<file path="config.mk">
export PLATFORM = sky130hd
export DESIGN_NAME = ps2_host_tx
export DESIGN_NICKNAME = d
export VERILOG_FILES = /design/src/rtl/ps2_host_tx.sv
export SDC_FILE = /design/constraint.sdc
export NUM_CORES = 1
export LEC_CHECK = 0
export CAP_MARGIN = 5
export CORE_MARGIN = 10
export CORE_UTILIZATION = 43
export CTS_CLUSTER_DIAMETER = 40
export DETAILED_ROUTE_END_ITERATION = 12
export MAX_ROUTING_LAYER = met4
export SYNTH_ARGS = -nofsm -noshare
export SYNTH_HDL_FRONTEND = slang
export SYNTH_SLANG_ARGS = --single-unit
</file>
<file path="constraint.sdc">
create_clock -name clk_i -period 2.5 [get_ports clk_i]
set_input_delay 0.5 -clock clk_i [delete_from_list [all_inputs] [get_ports clk_i]]
set_output_delay 0.5 -clock clk_i [all_outputs]
set_load 0.01 [all_outputs]
</file>
<file path="src/rtl/ps2_host_tx.sv">
// PS/2 host-to-device command transmitter: inhibit, RTS, device-clocked 11-bit frame, ack check; busy strobes are dropped.
// Optional macro PS2_HOST_TX_RETRY_EN: a NACK/timeout retries the latched byte up to twice before tx_err_o pulses.
module ps2_host_tx #(
   parameter int INHIBIT_CYCLES      = 2500,
   parameter int RTS_TIMEOUT_CYCLES  = 375000,
   parameter int XFER_TIMEOUT_CYCLES = 50000
) (
   input  logic       clk_i,
   input  logic       rst_n,
   input  logic [7:0] tx_data_i,
   input  logic       tx_data_en_i,
   output logic       tx_ready_o,
   output logic       tx_done_o,
   output logic       tx_err_o,
   input  logic       ps2_clk_i,
   input  logic       ps2_dat_i,
   output logic       ps2_clk_oe_o,
   output logic       ps2_dat_oe_o
);

   localparam int CNT_MAX_A = (INHIBIT_CYCLES > RTS_TIMEOUT_CYCLES) ? INHIBIT_CYCLES : RTS_TIMEOUT_CYCLES;
   localparam int CNT_MAX   = (CNT_MAX_A > XFER_TIMEOUT_CYCLES) ? CNT_MAX_A : XFER_TIMEOUT_CYCLES;
   localparam int CNT_W     = $clog2(CNT_MAX + 1);
   localparam logic [CNT_W-1:0] INH_LAST  = CNT_W'(INHIBIT_CYCLES - 1);
   localparam logic [CNT_W-1:0] RTS_LAST  = CNT_W'(RTS_TIMEOUT_CYCLES - 1);
   localparam logic [CNT_W-1:0] XFER_LAST = CNT_W'(XFER_TIMEOUT_CYCLES - 1);

   typedef enum logic [2:0] {
      S_IDLE,
      S_INHIBIT,
      S_RTS,
      S_SHIFT,
      S_ACK,
      S_WAIT_IDLE,
      S_ERR
   } state_t;

   state_t           r_state;
   state_t           w_state_nxt;
   logic             r_clk_s1;
   logic             r_clk_s2;
   logic             r_clk_d1;
   logic             r_dat_s1;
   logic             r_dat_s2;
   logic [8:0]       r_frame;
   logic [8:0]       r_shift;
   logic [3:0]       r_bit_cnt;
   logic [3:0]       w_bit_cnt_nxt;
   logic [CNT_W-1:0] r_cnt;
   logic             w_cnt_clr;
   logic             w_fall;
   logic             w_accept;
   logic             w_fail;
   logic             w_load;
   logic             w_shift;
`ifdef PS2_HOST_TX_RETRY_EN
   logic [1:0]       r_retry;
`endif

   // Pads are asynchronous; sync flops idle high so reset release never looks like an edge.
   always_ff @(posedge clk_i or negedge rst_n) begin
      if (!rst_n) begin
         r_clk_s1 <= 1'b1;
         r_clk_s2 <= 1'b1;
         r_clk_d1 <= 1'b1;
         r_dat_s1 <= 1'b1;
         r_dat_s2 <= 1'b1;
      end else begin
         r_clk_s1 <= ps2_clk_i;
         r_clk_s2 <= r_clk_s1;
         r_clk_d1 <= r_clk_s2;
         r_dat_s1 <= ps2_dat_i;
         r_dat_s2 <= r_dat_s1;
      end
   end

   assign w_fall   = r_clk_d1 & ~r_clk_s2;
   assign w_accept = tx_data_en_i & (r_state == S_IDLE);
   assign w_load   = (r_state == S_RTS) & w_fall;
   assign w_shift  = (r_state == S_SHIFT) & w_fall;

   always_comb begin
      w_state_nxt   = r_state;
      w_bit_cnt_nxt = r_bit_cnt;
      w_cnt_clr     = 1'b0;
      w_fail        = 1'b0;
      tx_done_o     = 1'b0;
      tx_err_o      = 1'b0;
      case (r_state)
         S_IDLE: begin
            if (w_accept) begin
               w_state_nxt = S_INHIBIT;
               w_cnt_clr   = 1'b1;
            end
         end
         S_INHIBIT: begin
            if (r_cnt >= INH_LAST) begin
               w_state_nxt = S_RTS;
               w_cnt_clr   = 1'b1;
            end
         end
         S_RTS: begin
            // The first device edge also restarts the counter as the transfer timer.
            if (w_fall) begin
               w_state_nxt   = S_SHIFT;
               w_bit_cnt_nxt = 4'd1;
               w_cnt_clr     = 1'b1;
            end else if (r_cnt >= RTS_LAST) begin
               w_fail = 1'b1;
            end
         end
         S_SHIFT: begin
            if (w_fall) begin
               if (r_bit_cnt == 4'd9) begin
                  w_state_nxt = S_ACK;
               end else begin
                  w_bit_cnt_nxt = r_bit_cnt + 4'd1;
               end
            end else if (r_cnt >= XFER_LAST) begin
               w_fail = 1'b1;
            end
         end
         S_ACK: begin
            if (w_fall) begin
               if (r_dat_s2) begin
                  w_fail = 1'b1;
               end else begin
                  w_state_nxt = S_WAIT_IDLE;
               end
            end else if (r_cnt >= XFER_LAST) begin
               w_fail = 1'b1;
            end
         end
         S_WAIT_IDLE: begin
            if (r_clk_s2 & r_dat_s2) begin
               tx_done_o   = 1'b1;
               w_state_nxt = S_IDLE;
            end else if (r_cnt >= XFER_LAST) begin
               w_fail = 1'b1;
            end
         end
         S_ERR: begin
            tx_err_o    = 1'b1;
            w_state_nxt = S_IDLE;
         end
         default: w_state_nxt = S_IDLE;
      endcase

      if (w_fail) begin
`ifdef PS2_HOST_TX_RETRY_EN
         if (r_retry < 2'd2) begin
            w_state_nxt = S_INHIBIT;
            w_cnt_clr   = 1'b1;
         end else begin
            w_state_nxt = S_ERR;
         end
`else
         w_state_nxt = S_ERR;
`endif
      end
   end

   always_ff @(posedge clk_i or negedge rst_n) begin
      if (!rst_n) begin
         r_state   <= S_IDLE;
         r_bit_cnt <= 4'd0;
         r_cnt     <= '0;
         r_frame   <= 9'h1FF;
         r_shift   <= 9'h1FF;
      end else begin
         r_state   <= w_state_nxt;
         r_bit_cnt <= w_bit_cnt_nxt;
         if (w_cnt_clr || (r_state == S_IDLE)) begin
            r_cnt <= '0;
         end else if (r_cnt != '1) begin
            r_cnt <= r_cnt + CNT_W'(1);
         end
         if (w_accept) begin
            r_frame <= {~^tx_data_i, tx_data_i};
         end
         // Frame bits leave LSB first; the refill with 1s is the released stop level.
         if (w_load) begin
            r_shift <= r_frame;
         end else if (w_shift) begin
            r_shift <= {1'b1, r_shift[8:1]};
         end
      end
   end

`ifdef PS2_HOST_TX_RETRY_EN
   always_ff @(posedge clk_i or negedge rst_n) begin
      if (!rst_n) begin
         r_retry <= 2'd0;
      end else if (w_accept) begin
         r_retry <= 2'd0;
      end else if (w_fail && (r_retry < 2'd2)) begin
         r_retry <= r_retry + 2'd1;
      end
   end
`endif

   assign tx_ready_o   = (r_state == S_IDLE);
   assign ps2_clk_oe_o = (r_state == S_INHIBIT);
   assign ps2_dat_oe_o = (r_state == S_RTS) | ((r_state == S_SHIFT) & ~r_shift[0]);

endmodule
</file>
==> results.md <==
* P per Cell Area at ~950 nW/µm²
* Clock sink total at 49
* Synth Instances at 280
* Status: finished clean
* Synthesized cell area at 2760 µm²
* Later-pin clock latency in the skew report at 0.31 ns
* Multi-input logic area at 1390 µm²
* Area of the core at 6280 µm²
* CTS tree: done
* Setup-failing EPs final at 0
* Netlist cell types at 50
* Antenna cell count at 0
* Synth async-reset ratio at 100%
* Final non-filler cell total at 380
* Synth Flop Type: dfrtp_1
* Slew HR at 63.5%
* Worst Hold Class: in2async
* H-tree depth at 2
* CTS Buf Count at 5
* Top cells by area, synth: dfrtp_1 24%, dfstp_2 22%, a21oi_1 5.3%, mux2i_1 4.3%, mux2_2 3.7%
* Worst Setup Start Kind: flop
* Area Overhead vs Synth at 14.8%
* Final net count at 318
* Worst path slowest cell: or4_4
* Buffer and inverter count on the worst path at 0
* Data arrival, critical path at 2.63 ns
* Worst Setup SP: r_cnt[3]
* Avg Vias per Cell at 5.70
* IO Pins at 18
* Seq/Total Area, Yosys at between 40% and 50%
* Crit share post-route at 95.2%
* Drt first pass iters at 4
* R2R Path Start: r_cnt[3]
* Switch share at 36.9%
* Hold buffers post-CTS at 0
* Initial antenna violation count at 0
* Initial core utilization at 44.0%
* Cell row count at 29
* Setup bufs post-CTS at 0
* Vias in the first global route at about 2100
* Worst path depth at 5
* Count leader, synth: a21oi_1
* Register area at 1250 µm²
* Register-to-Register Path Depth at 5
* Tot GR Track Use at 12.3%
* Final Hold Fails at 0
* Root buffer cell: clkbuf_8
* Place WS at 0.0691 ns
* Antenna-violating nets left at 0
* #FFs+latches synth at 49
* WL final at just under 6 mm
* Final Wtd Congestion at 0.874
* Pwr Total at 0.00302 W
* Synth Warn # at 0
* Via count at about 2200
* Clock Tree Buf Depth at 2
* Max Clock Freq at between 400 and 500 MHz
* R2R Setup Slk at 0.12 ns
* Most frequent cells after synthesis: 29 x a21oi_1, 26 x dfrtp_1, 23 x dfstp_2, 21 x nor2_1, 14 x nand2_1
* P_int at approximately 0.0019 W
* Clk_skew at between 0.015 and 0.02 ns
* Overflow left after global routing at 0
* VDD IR-drop max at 0.506 mV
* Post-synth top area share at approximately a quarter
* Fill count at 577
* Worst-path fanout max at 19
* Cell family with most CP delay: simple AND/OR/NAND/NOR gates
* Final setup TNS at 0 ns
* Largest net degree at the start of global routing at 29
* DRC at 0
* PortBufs at 17
* Ratio of cells with drive above 1 in the final layout at 21.5%
* Sequential share of power at 43.8%
* Post-synth top area cell: dfrtp_1
* Max Cap Viol at 0
* Post-synth net total at 296
* Average wire per standard cell at 15.5 µm
* Number of flops mapped to enable cells by yosys at 0
* CP endpoint kind: flop
* Clk pwr share at 16.7%
* Leak at between 1 and 1.5 nW
* Final worst slack at 0.120 ns
* First-pass GRT wire length at a little over 10 mm
* Die area at 10000 µm²
* Worst slew pin tran at 0.547 ns
* WS Path Type: reg2reg
* Clock transition at the registers of the reported paths at 0.11 ns
* Avg Inst Size Synth at approximately 9.9 µm²
* DRT iter0 DRCs at around 120
* CP max stage delay at 0.55 ns
* Placed Instance Area at 3070 µm²
* Final min period at between 2 and 2.5 ns
* Die height at about 100 µm
* RSZ-0062 raised after global routing: false
* Final instance area at approximately 3200 µm²
* Placed wire-length estimate at 4.22 mm
* CP Cell Sequence: or4_4 -> or4_4 -> a221oi_2 -> o21bai_4 -> o2bb2a_1
* Die Width at 100 µm
* Net Sw Power at roughly 0.0011 W
* Combinational share of power at between 30% and 40%
* Worst path required time at ~2.8 ns
* Post-cts gate resize count at 0
* Placed insts at 372
* Most used cell along the critical path: or4_4
* Slew Viols, Final at 0
## final timing paths
check,end
worst min-delay path,r_state[0]
worst max register to register,r_cnt[17]
worst min register to register,r_clk_s2
worst max-delay path,r_cnt[17]
min in group clk_i,r_clk_s2
max in group asynchronous,r_frame[8]
## per-layer routing
layer  GRT usage, %  vias to the layer above  wire, µm
met2           19.1                       39      2750
met3           2.06                        5       167
li1               -                     1073         -
met5              -                        -         0
met4           3.59                        0        57
met1           16.0                     1050      2900
## power groups by stage
stage | Clock, W | Combinational, W | Sequential, W
after global routing | 0.000555 | 0.00133 | 0.00137
after detailed placement | 0 | 0.00119 | 0.00134
final | 0.000505 | 0.00119 | 0.00133
after global placement | 0 | 0.00117 | 0.00133
after CTS | 0.000529 | 0.00120 | 0.00132
after floorplan | 0 | 0.000958 | 0.00124
## sequential cells by signal (all words and copies together) (netlist names)
| signal | cells |
|---|---|
| r_bit_cnt | 4 |
| r_clk_d1 | 1 |
| r_clk_s1 | 1 |
| r_clk_s2 | 1 |
| r_cnt | 19 |
| r_dat_s1 | 1 |
| r_dat_s2 | 1 |
| r_frame | 9 |
| r_shift | 9 |
| r_state | 3 |
## final cells by class
class                   count  share of cell area, %
flip-flops and latches     49                   39.6
multi-input cells         205                   43.9
clock buffers               5                   2.17
repair buffers             34                   9.63
well taps                  77                   3.04
inverters                   7                  0.829
clock inverters             3                  0.829
## worst reg2reg max path: cells and delay by family, from the launching register on
family / cells / cell delay (ns)
and+or+nand+nor: 2 / 1.04
DFF: 1 / 0.39
AOI/OAI and AO/OA: 3 / 0.90
## cells by family after synthesis
group | after synthesis | share of synthesized area (%)
buffers and inverters | 26 | 4.44
muxes | 21 | 8.02
adders and majority gates | 3 | 1.36
AOI/OAI and AO/OA | 77 | 18.8
xor gates and xnor gates | 20 | 6.34
DFF | 49 | 45.4
and+or+nand+nor | 84 | 15.7
## cell usage in the layout, fill, tap and decap left out, types with 2 or more instances in the layout
cell / n
mux2_2: 9
nand2b_1: 3
and2_1: 3
ha_1: 3
nand4_1: 5
buf_4: 16
o2111ai_1: 6
xor2_1: 11
a21oi_1: 29
or4_4: 2
nor2_1: 21
clkbuf_8: 5
a22oi_1: 3
nand2_1: 14
and3_1: 6
xnor2_1: 9
or4_1: 4
or2_2: 2
inv_1: 7
dfstp_2: 23
o31ai_1: 5
mux2i_1: 12
o211ai_1: 4
clkdlybuf4s50_1: 16
nor4_1: 3
inv_6: 3
nor3_1: 9
dfrtp_1: 26
o211a_1: 2
o21ai_0: 9
nand3_1: 8
a31oi_1: 5
## per-stage QoR
| stage | hold WS [ns] | util [%] |
|---|---|---|
| 3_5_place_dp | 0.352 | 48.9 |
| 5_1_grt | 0.205 | 50.5 |
| 3_3_place_gp | 0.348 | 48.9 |
| 2_1_floorplan | 0.204 | - |
| 6_report | 0.165 | 50.5 |
| 4_1_cts | 0.190 | 50.4 |
Note: power is estimated with default switching activity, not from simulation.
